==> config.mk <==
export PLATFORM = sky130hd
export DESIGN_NAME = jtframe_rst_seq
export DESIGN_NICKNAME = d
export VERILOG_FILES = /design/src/rtl/jtframe_rst_seq.sv
export SDC_FILE = /design/constraint.sdc
export NUM_CORES = 1
export LEC_CHECK = 0
export ABC_AREA = 1
export CORE_MARGIN = 5
export CORE_UTILIZATION = 37
export CTS_BUF_LIST = sky130_fd_sc_hd__clkbuf_16
export DETAILED_ROUTE_END_ITERATION = 6
export SYNTH_ARGS = -nofsm -noshare
export SYNTH_HDL_FRONTEND = slang
export SYNTH_SLANG_ARGS = --single-unit
==> constraint.sdc <==
create_clock -name clk -period 1.75 [get_ports clk]
set_input_delay 0.35 -clock clk [delete_from_list [all_inputs] [get_ports clk]]
set_output_delay 0.35 -clock clk [all_outputs]
set_load 0.05 [all_outputs]
==> src/rtl/jtframe_rst_seq.sv <==
// Power-up reset sequencer: waits for a stable PLL lock, then releases
// CHANNELS reset domains one after another, STAGE clock cycles apart.
module jtframe_rst_seq #(
    parameter int CHANNELS = 4,
    parameter int STAGE    = 16,
    parameter int LOCKW    = 64
) (
    input  logic                clk,
    input  logic                rst_n,
    input  logic                locked,
    input  logic                soft_rst,
    output logic [CHANNELS-1:0] rst_out,
    output logic                ready,
    output logic                lock_lost
);
    localparam int MAXC = (LOCKW > STAGE) ? LOCKW : STAGE;
    localparam int CW   = $clog2(MAXC) + 1;
    localparam int IW   = $clog2(CHANNELS) + 1;

    localparam logic [CW-1:0] LOCK_END  = CW'(LOCKW - 1);
    localparam logic [CW-1:0] STAGE_END = CW'(STAGE - 1);
    localparam logic [IW-1:0] LAST      = IW'(CHANNELS - 1);

    typedef enum logic [1:0] {WAIT_LOCK, SETTLE, RELEASE, RUN} state_t;

    state_t        state;
    logic [CW-1:0] cnt;
    logic [IW-1:0] idx;
    logic          locked_m, locked_s;

    // locked comes straight from the PLL, so it is resynchronised first
    always_ff @(posedge clk or negedge rst_n) begin
        if (!rst_n) begin
            locked_m <= 1'b0;
            locked_s <= 1'b0;
        end else begin
            locked_m <= locked;
            locked_s <= locked_m;
        end
    end

    always_ff @(posedge clk or negedge rst_n) begin
        if (!rst_n) begin
            state     <= WAIT_LOCK;
            cnt       <= '0;
            idx       <= '0;
            rst_out   <= '1;
            ready     <= 1'b0;
            lock_lost <= 1'b0;
        end else if (state == WAIT_LOCK) begin
            rst_out <= '1;
            ready   <= 1'b0;
            cnt     <= '0;
            idx     <= '0;
            if (soft_rst) lock_lost <= 1'b0;
            if (locked_s && !soft_rst) state <= SETTLE;
        end else if (!locked_s || soft_rst) begin
            // any disturbance restarts from scratch, including the full settle
            state   <= WAIT_LOCK;
            rst_out <= '1;
            ready   <= 1'b0;
            cnt     <= '0;
            idx     <= '0;
            if (!locked_s && (state == RELEASE || state == RUN)) lock_lost <= 1'b1;
        end else begin
            case (state)
                SETTLE: begin
                    if (cnt == LOCK_END) begin
                        cnt   <= '0;
                        idx   <= '0;
                        state <= RELEASE;
                    end else begin
                        cnt <= cnt + 1'b1;
                    end
                end
                RELEASE: begin
                    if (cnt == STAGE_END) begin
                        cnt     <= '0;
                        rst_out <= rst_out & ~(CHANNELS'(1) << idx);
                        idx     <= idx + 1'b1;
                        if (idx == LAST) begin
                            state <= RUN;
                            ready <= 1'b1;
                        end
                    end else begin
                        cnt <= cnt + 1'b1;
                    end
                end
                default: ;
            endcase
        end
    end
endmodule

==> Word-level counts from Yosys, hierarchy flattened <==
Index checks and enable logic that the tools add are counted.
{ "word_totals": {"regBits": 20, "input_bits": 4} }
{ "op_classes": {"n_eq_ne": 11, "reduce_logical": 18, "n_shift": 1, "bitwise_logic": 2, "mux": 30, "add_sub_neg": 2} }
{ "ops": {"columns": ["cell", "count"], "rows": [
  ["$mux 7", 4],
  ["$mux 4", 4],
  ["$pmux 7 s2", 1],
  ["$mux 2", 6],
  ["$mux 3", 4],
  ["$mux 1", 9],
  ["$reduce_and 3->1", 3],
  ["$reduce_bool 3->1", 3],
  ["$ne 4x3->1 const B", 2],
  ["$add 7x1->7 const B", 1],
  ["$eq 7x4->1 const B", 1],
  ["$eq 7x6->1 const B", 1],
  ["$pmux 3 s2", 1],
  ["$reduce_and 5->1", 1],
  ["$and 4x4->4", 1],
  ["$eq 2x2->1 const B", 2],
  ["$ne 4x4->1 const B", 1],
  ["$not 4->4", 1],
  ["$pmux 2 s2", 1],
  ["$reduce_bool 2->1", 2],
  ["$reduce_bool 4->1", 1],
  ["$shl 1x3->4 const A", 1],
  ["$add 3x1->3 const B", 1],
  ["$eq 3x2->1 const B", 1],
  ["8 further kinds", 11]
]} }

==> Logic depth before layout (Yosys ltp) <==
Gate-level depths: netlist of the first run.
{ "logic_depth": {"depth_word": 7, "mapped_depth": 9} }

==> Least setup slack after synthesis of the first run <==
No wires, ideal clock.
{ "synth_timing": {"path_type": "register to register", "start": "reg state[1]", "end": "reg cnt[4]", "synth_period_minus_slack_ps": 1353, "stages_incl_launch_ff": 10, "t_arrival_ps": 1280, "path_buffers": 0, "setup_slack_ps": 397, "cell_sequence": "dfrtp_1 > inv_1 > ha_1 > inv_2 > nand3_4 > nor2_4 > inv_4 > nand3_1 > nand2_1 > a21oi_2"} }
{ "synth_between": {"elab_chain_len": 4, "word_cells_on_any_way": 7} }
{ "synth_rtl": {"columns": ["item", "line_no", "rtl"], "rows": [
  ["from (decl)", "26", "state_t state;"],
  ["from (signal assigned)", "44", "state <= WAIT_LOCK;"],
  ["from (signal assigned)", "56", "if (locked_s && !soft_rst) state <= SETTLE;"],
  ["from (signal assigned)", "59", "state <= WAIT_LOCK;"],
  ["$eq 2x2->1 / $eq 2x1->1 (equally long branches)", "66", "case (state)"],
  ["$pmux 7 s2", "66", null],
  ["$mux 7", "57", "end else if (!locked_s || soft_rst) begin"],
  ["$mux 7", "50", "end else if (state == WAIT_LOCK) begin"],
  ["to (signal assigned)", "73", "cnt <= cnt + 1'b1;"],
  ["to (signal assigned)", "86", "cnt <= cnt + 1'b1;"],
  ["to (decl)", "27", "logic [CW-1:0] cnt;"]
]} }
Parallel ways exist; a longest one is shown, timed or not.
A chain may end at the register's enable or synchronous reset.

==> Worst setup path after layout of the first run <==
Same ends and word-level chain as after synthesis.

==> impl_metrics.py, run 1 <==
metrics = {
    "final_layout": {
        "final_layout_size_suffix_gt1_share_pct": 25.6,
        "nNetsFinal": 170,
        "antenna_cells": 0,
        "area_growth_pct": 24.7,
        "fill_cells": 300,
        "finish.instance_area_sq_mm": 0.00151,
    },
    "clock_tree": {
        "htreeDepth": 1,
        "clkLatencyLatePin_ns": 0.25,
        "cts_setup_buffers": 0,
        "numCtsBuffers": 3,
        "cts_buffer_depth": 2,
        "tritoncts": "built",
        "numClockSinks": 20,
        "ctsResizeCount": 0,
        "hold_buffers": 0,
        "cts.clk_slew.worst_paths_ns": 0.06,
        "cts-root-buf": "clkbuf_16",
    },
    "global_route": {
        "met2_usage_pct": 21.5,
        "grt_pass1_wl_mm": 4.37,
        "overflow": 0,
        "track_usage_pct": 12.6,
        "grt_max_degree": 21,
        "use_met1_pct": 16.0,
        "antenna_found_initial": 0,
        "grt_pass1_vias": 1005,
        "grt_use_met3_pct": 3.00,
        "busiest_layer": "met2",
    },
    "critical_path": {
        "cp_max_fo": 9,
        "cp-start-kind": "flip-flop",
        "cp.required_ns": 1.93,
        "r2r_cells": 9,
        "arrival_ns": 1.77,
        "crit_type": "reg -> reg",
        "critPathCaptureType": "flip-flop",
    },
    "logic_synthesis": {
        "synth_area_per_cell_sq_um": 8.61,
        "netlist_instances": 141,
        "yosys_register_bits": 20,
        "synth.top_cells.by_count": "nand2_1, dfrtp_1, inv_1, nand3_1, nor2_1",
        "syn-num-nets": 154,
        "synthFlopType": "dfrtp_1",
        "yosysUniqueCellTypes": 25,
        "synth_edf_count": 0,
        "seq_area_frac_synth_pct": 41.6,
        "async_flop_share_pct": 100,
        "syn_area_sq_mm": 0.00121,
        "yosys_warnings": 0,
        "ys_top_cells_by_area": "dfrtp_1, nand2_1, ha_1",
        "synth.top_cell.area_share_pct": 33.0,
        "yosysTopAreaCell": "dfrtp_1",
        "synth_most_common_cell": "nand2_1",
    },
    "die": {
        "io_pins": 10,
        "coreArea_sq_mm": 0.00310,
        "fp.dieArea_sq_mm": 0.00453,
        "dieWidth_microns": 67.3,
        "die_y_microns": 67.3,
        "rows": 20,
        "initial_core_util_pct": 39.1,
    },
    "timing": {
        "rsz0062_at_grt": "false",
        "min_period_over_period_pct": 90.7,
        "finClkSkew_ns": 0.00101,
        "fmax_mhz": 630,
        "finalSetupTns_ns": 0,
        "final_hold_viol_count": 0,
        "relSlewSlack_pct": 79.7,
        "slew_violations": 0,
        "setup_viol": 0,
        "tightest_slew_ns": 0.305,
        "finalCriticalPeriod_ns": 1.59,
    },
    "placement": {
        "placedInstanceArea_sq_mm": 0.00141,
        "hpwl_mm": 1.85,
        "globalplace.congestion": 0.885,
        "io_buffers": 9,
    },
    "run": {
        "drv_cap": 0,
    },
    "routing": {
        "dr_total_vias": 956,
        "drt_first_pass_iters": 4,
        "drt_iter0_markers": 37,
        "wl_per_cell_microns": 11.7,
        "final_antenna_net_count": 0,
        "routed_via_density": 4.78,
        "drc": 0,
        "drt_wl_total_mm": 2.34,
    },
    "min_path": {
        "min_path_cells": 0,
        "hold_class": "reg -> reg",
    },
    "status": {
        "status": "complete, no violations",
    },
    "power": {
        "power_density_mw_per_mm2": 1180,
        "ir_drop_mv": 0.402,
        "p_leak_uw": 0.000689,
    },
}
## critical path, cell delays in order, from the launching register on
cell     delay [ns]
dfrtp_1        0.41
inv_1          0.09
ha_1           0.21
inv_2          0.12
nand3_4        0.12
nor2_4         0.20
inv_4          0.09
nand3_1        0.09
nand2_1        0.07
a21oi_2        0.10
## path summary, 6_finish.rpt
| path | from | to | slack [ns] |
|---|---|---|---|
| setup / recovery | state[1] | cnt[4] | 0.16 |
| hold / removal | locked_m | locked_s | 0.36 |
| setup reg to reg | state[1] | cnt[4] | 0.16 |
| hold reg to reg | locked_m | locked_s | 0.36 |
| max in group asynchronous | rst_n | rst_out[1] | 1.05 |
| min in group asynchronous | rst_n | cnt[6] | 0.43 |
## stage by stage
stage / power, uW / setup WS (ns) / std cells / hold WS, ns / util, %
4_1_cts: 1800 / 0.153 / 200 / 0.369 / 48.8
3_3_place_gp: 1150 / 0.125 / 196 / 0.336 / 45.4
3_5_place_dp: 1170 / 0.0819 / 196 / 0.356 / 45.4
2_1_floorplan: 1010 / 0.397 / 141 / 0.0544 / -
5_1_grt: 1900 / 0.0355 / 200 / 0.375 / 48.8
6_report: 1790 / 0.162 / 200 / 0.362 / 48.8
## cell type report
class                   instances  area, sq um  share of cell area (%)
flip-flops and latches         20          505                    33.4
clock inverters                 1         30.0                    1.98
multi-input cells              99          622                    41.1
inverters                      22         86.3                    5.70
clock buffers                   3         75.1                    4.96
repair buffers                 11          140                    9.26
well taps                      44         55.1                    3.64
## sequential cells by signal (all words and copies together) (netlist names)
register and cells:
ready 1, idx 3, locked_s 1, cnt 7
rst_out 4, state 2, lock_lost 1, locked_m 1
## power by group
| part | internal [uW] | total, uW | leakage [uW] | switching, uW |
|---|---|---|---|---|
| sequential | 519 | 566 | 0.000256 | 47.1 |
| combinational | 201 | 592 | 0.000381 | 391 |
| clock | 454 | 632 | 0.0000511 | 178 |
| total | 1170 | 1790 | 0.000689 | 616 |
## routing by layer
metal,share of wire [%],wire length [microns]
met4,1.1,25
met2,48,1120
met5,0,0
met3,3.2,76
met1,48,1120
## logic make-up (layout without fill, tap and decap cells)
logic type	count (synthesis)	count (layout)	share of synthesized area (%)
AOI/OAI and AO/OA	19	19	8.97
DFF	20	20	41.6
buffers and inverters	22	37	7.11
adders and majority gates	9	9	9.28
and+or+nand+nor	71	71	33.0
## cells in the final DEF, fill, tap and decap left out, types with 2 or more instances in the layout
cell,instances
clkbuf_16,3
o21ai_1,3
ha_1,9
clkdlybuf4s50_1,3
nand3_4,3
a21oi_2,2
dfrtp_1,16
nor2_2,2
nand2_2,3
inv_2,5
nor2_1,10
nand3_1,11
nor2_4,2
buf_4,4
nand2_4,2
inv_1,15
dfstp_2,4
buf_12,4
nand3_2,2
nand2_1,32
nand4_1,3
a21oi_1,2
o21ai_0,9
Power figures use the tool's default switching activity.
==> run 2: changes to the inputs <==
--- a/config.mk
+++ b/config.mk
@@ -6,6 +6,7 @@
 export NUM_CORES = 1
 export LEC_CHECK = 0
 export ABC_AREA = 1
+export CAP_MARGIN = 20
 export CORE_MARGIN = 5
 export CORE_UTILIZATION = 37
 export CTS_BUF_LIST = sky130_fd_sc_hd__clkbuf_16
==> results of run 2 <==
Final layout, timing and power as in run 1 (identical DEF).
==> run 3: changes to the inputs <==
--- a/config.mk
+++ b/config.mk
@@ -6,8 +6,7 @@
 export NUM_CORES = 1
 export LEC_CHECK = 0
 export ABC_AREA = 1
-export CAP_MARGIN = 20
-export CORE_MARGIN = 5
+export CAP_MARGIN = 0
 export CORE_UTILIZATION = 37
 export CTS_BUF_LIST = sky130_fd_sc_hd__clkbuf_16
 export DETAILED_ROUTE_END_ITERATION = 6
==> run 3 against run 2 <==
Compared with the run above:
- first-iteration DRC count rose by 30%
- clock skew rose by 0.0026 ns
- cell area fell by 1.7%
- largest cell class unchanged
- largest power group is now combinational cells
- highest routed layer unchanged
==> impl_metrics.py, run 3 (synthesized netlist as in run 1, its figures left out) <==
metrics = {
    "routing": {
        "wl_per_cell_microns": 11.0,
        "routed_via_density": 4.69,
        "drt_iter0_markers": 48,
        "dr_total_vias": 938,
        "drc": 0,
        "final_antenna_net_count": 0,
        "drt_first_pass_iters": 4,
        "drt_wl_total_mm": 2.20,
    },
    "timing": {
        "tightest_slew_ns": 0.318,
        "finClkSkew_ns": 0.00364,
        "final_hold_viol_count": 0,
        "setup_viol": 0,
        "hold_ws_ns": 0.361,
        "fmax_mhz": 657,
        "slew_violations": 0,
        "finalSetupTns_ns": 0,
        "rsz0062_at_grt": "false",
        "min_period_over_period_pct": 87.0,
        "relSlewSlack_pct": 78.8,
        "finalCriticalPeriod_ns": 1.52,
    },
    "global_route": {
        "overflow": 0,
        "grt_pass1_wl_mm": 3.86,
        "antenna_found_initial": 0,
        "track_usage_pct": 15.0,
        "grt_pass1_vias": 876,
        "grt_max_degree": 21,
    },
    "status": {
        "status": "complete, no violations",
    },
    "clock_tree": {
        "hold_buffers": 0,
        "htreeDepth": 1,
        "ctsResizeCount": 0,
        "cts-root-buf": "clkbuf_16",
        "cts_setup_buffers": 0,
        "cts.clk_slew.worst_paths_ns": 0.06,
        "cts_buffer_depth": 2,
        "tritoncts": "built",
        "numCtsBuffers": 3,
        "clkLatencyLatePin_ns": 0.25,
        "numClockSinks": 20,
    },
    "critical_path": {
        "reg2reg_to": "idx[0]",
        "critPathCaptureType": "flip-flop",
        "cp.required_ns": 1.92,
        "cp-start-kind": "flip-flop",
        "r2r_cells": 9,
        "cp_max_fo": 9,
        "rrSetupSlack_ns": 0.23,
        "crit_type": "reg -> reg",
        "arrival_ns": 1.70,
        "r2r_start": "state[1]",
    },
    "placement": {
        "globalplace.congestion": 0.837,
        "io_buffers": 9,
        "place_inst": 196,
        "hpwl_mm": 1.74,
        "placedInstanceArea_sq_mm": 0.00141,
    },
    "power": {
        "seqPwrFrac_pct": 34.7,
        "clockPowerShare_pct": 28.8,
        "p_leak_uw": 0.000676,
        "pwr-share-comb_pct": 36.5,
        "ir_drop_mv": 0.594,
        "internal_power_uw": 1020,
        "switching_share_pct": 36.9,
        "p_switching_uw": 598,
        "power_density_mw_per_mm2": 1090,
    },
    "die": {
        "rows": 20,
        "die_y_microns": 59.3,
        "dieWidth_microns": 59.3,
        "initial_core_util_pct": 39.4,
        "fp.dieArea_sq_mm": 0.00351,
        "io_pins": 10,
        "coreArea_sq_mm": 0.00308,
    },
    "final_layout": {
        "finish.instance_area_sq_mm": 0.00149,
        "multiInputGateArea_sq_um": 622,
        "area_growth_pct": 22.6,
        "final_layout_size_suffix_gt1_share_pct": 25.0,
        "reg_top3": "cnt: 7 flops, rst_out: 4 flops, idx: 3 flops",
        "final-seq-area_sq_um": 505,
        "fill_cells": 300,
        "nNetsFinal": 170,
        "fin_util_pct": 48.3,
        "top_register": "cnt",
        "fin_cells": 200,
        "final_cell_mix": "nand2_1, dfrtp_1, inv_1",
        "antenna_cells": 0,
        "largest_reg_flops": 7,
        "final_common_cell": "nand2_1",
    },
    "min_path": {
        "min_to": "locked_s",
        "hold_class": "reg -> reg",
        "min_path_cells": 0,
        "hold_start": "locked_m",
    },
    "run": {
        "drv_cap": 0,
    },
}
## run 3: cell count changes in the layout (fill, tap and decap cells not counted)
cell,change
clkinv_1,+1
bufinv_16,-1
## run 3: critical path: stages (launching register included)
cell	delay (ns)
dfrtp_1	0.40
inv_1	0.08
ha_1	0.20
inv_2	0.12
nand3_4	0.12
nor2_4	0.18
inv_4	0.09
nand3_4	0.12
nand2_1	0.05
o21ai_1	0.07
## run 3: routing by layer
| layer | up-vias | part of all wire (%) | track usage, % |
|---|---|---|---|
| met1 | 438 | 52 | 20.0 |
| met5 | - | 0 | 0 |
| li1 | 484 | - | - |
| met3 | 2 | 3.6 | 4.80 |
| met2 | 14 | 44 | 23.4 |
| met4 | 0 | 0.41 | 4.08 |
## run 3: stage by stage
stage	setup slack, ns	power, uW
floorplan	0.397	1010
global placement	0.121	1160
detailed placement	0.0835	1160
CTS	0.212	1640
global route	0.0748	1740
finish	0.227	1620
## run 3: power by group through the flow
stage	Sequential, uW	Clock, uW	Combinational, uW
5_1_grt	571	506	666
4_1_cts	563	479	597
3_3_place_gp	571	0	588
6_report	562	466	592
2_1_floorplan	621	0	385
3_5_place_dp	571	0	592
## run 3: worst max-delay path by stage
stage	startpoint	endpoint	slack (ns)	cells past startpoint
finish	state[1]	idx[0]	0.23	9
global route	state[1]	idx[2]	0.07	9
CTS	state[1]	idx[1]	0.21	9
detailed placement	soft_rst	idx[1]	0.08	8
global placement	soft_rst	idx[0]	0.12	8
floorplan	state[1]	cnt[4]	0.40	9
## run 3: layout make-up
class | instances | share of cell area [%]
multi-input combinational | 99 | 41.8
tap | 44 | 3.70
inverter | 22 | 5.80
clock buffer | 3 | 5.05
clock inverter | 1 | 0.252
sequential | 20 | 34.0
timing repair buffer | 11 | 9.42
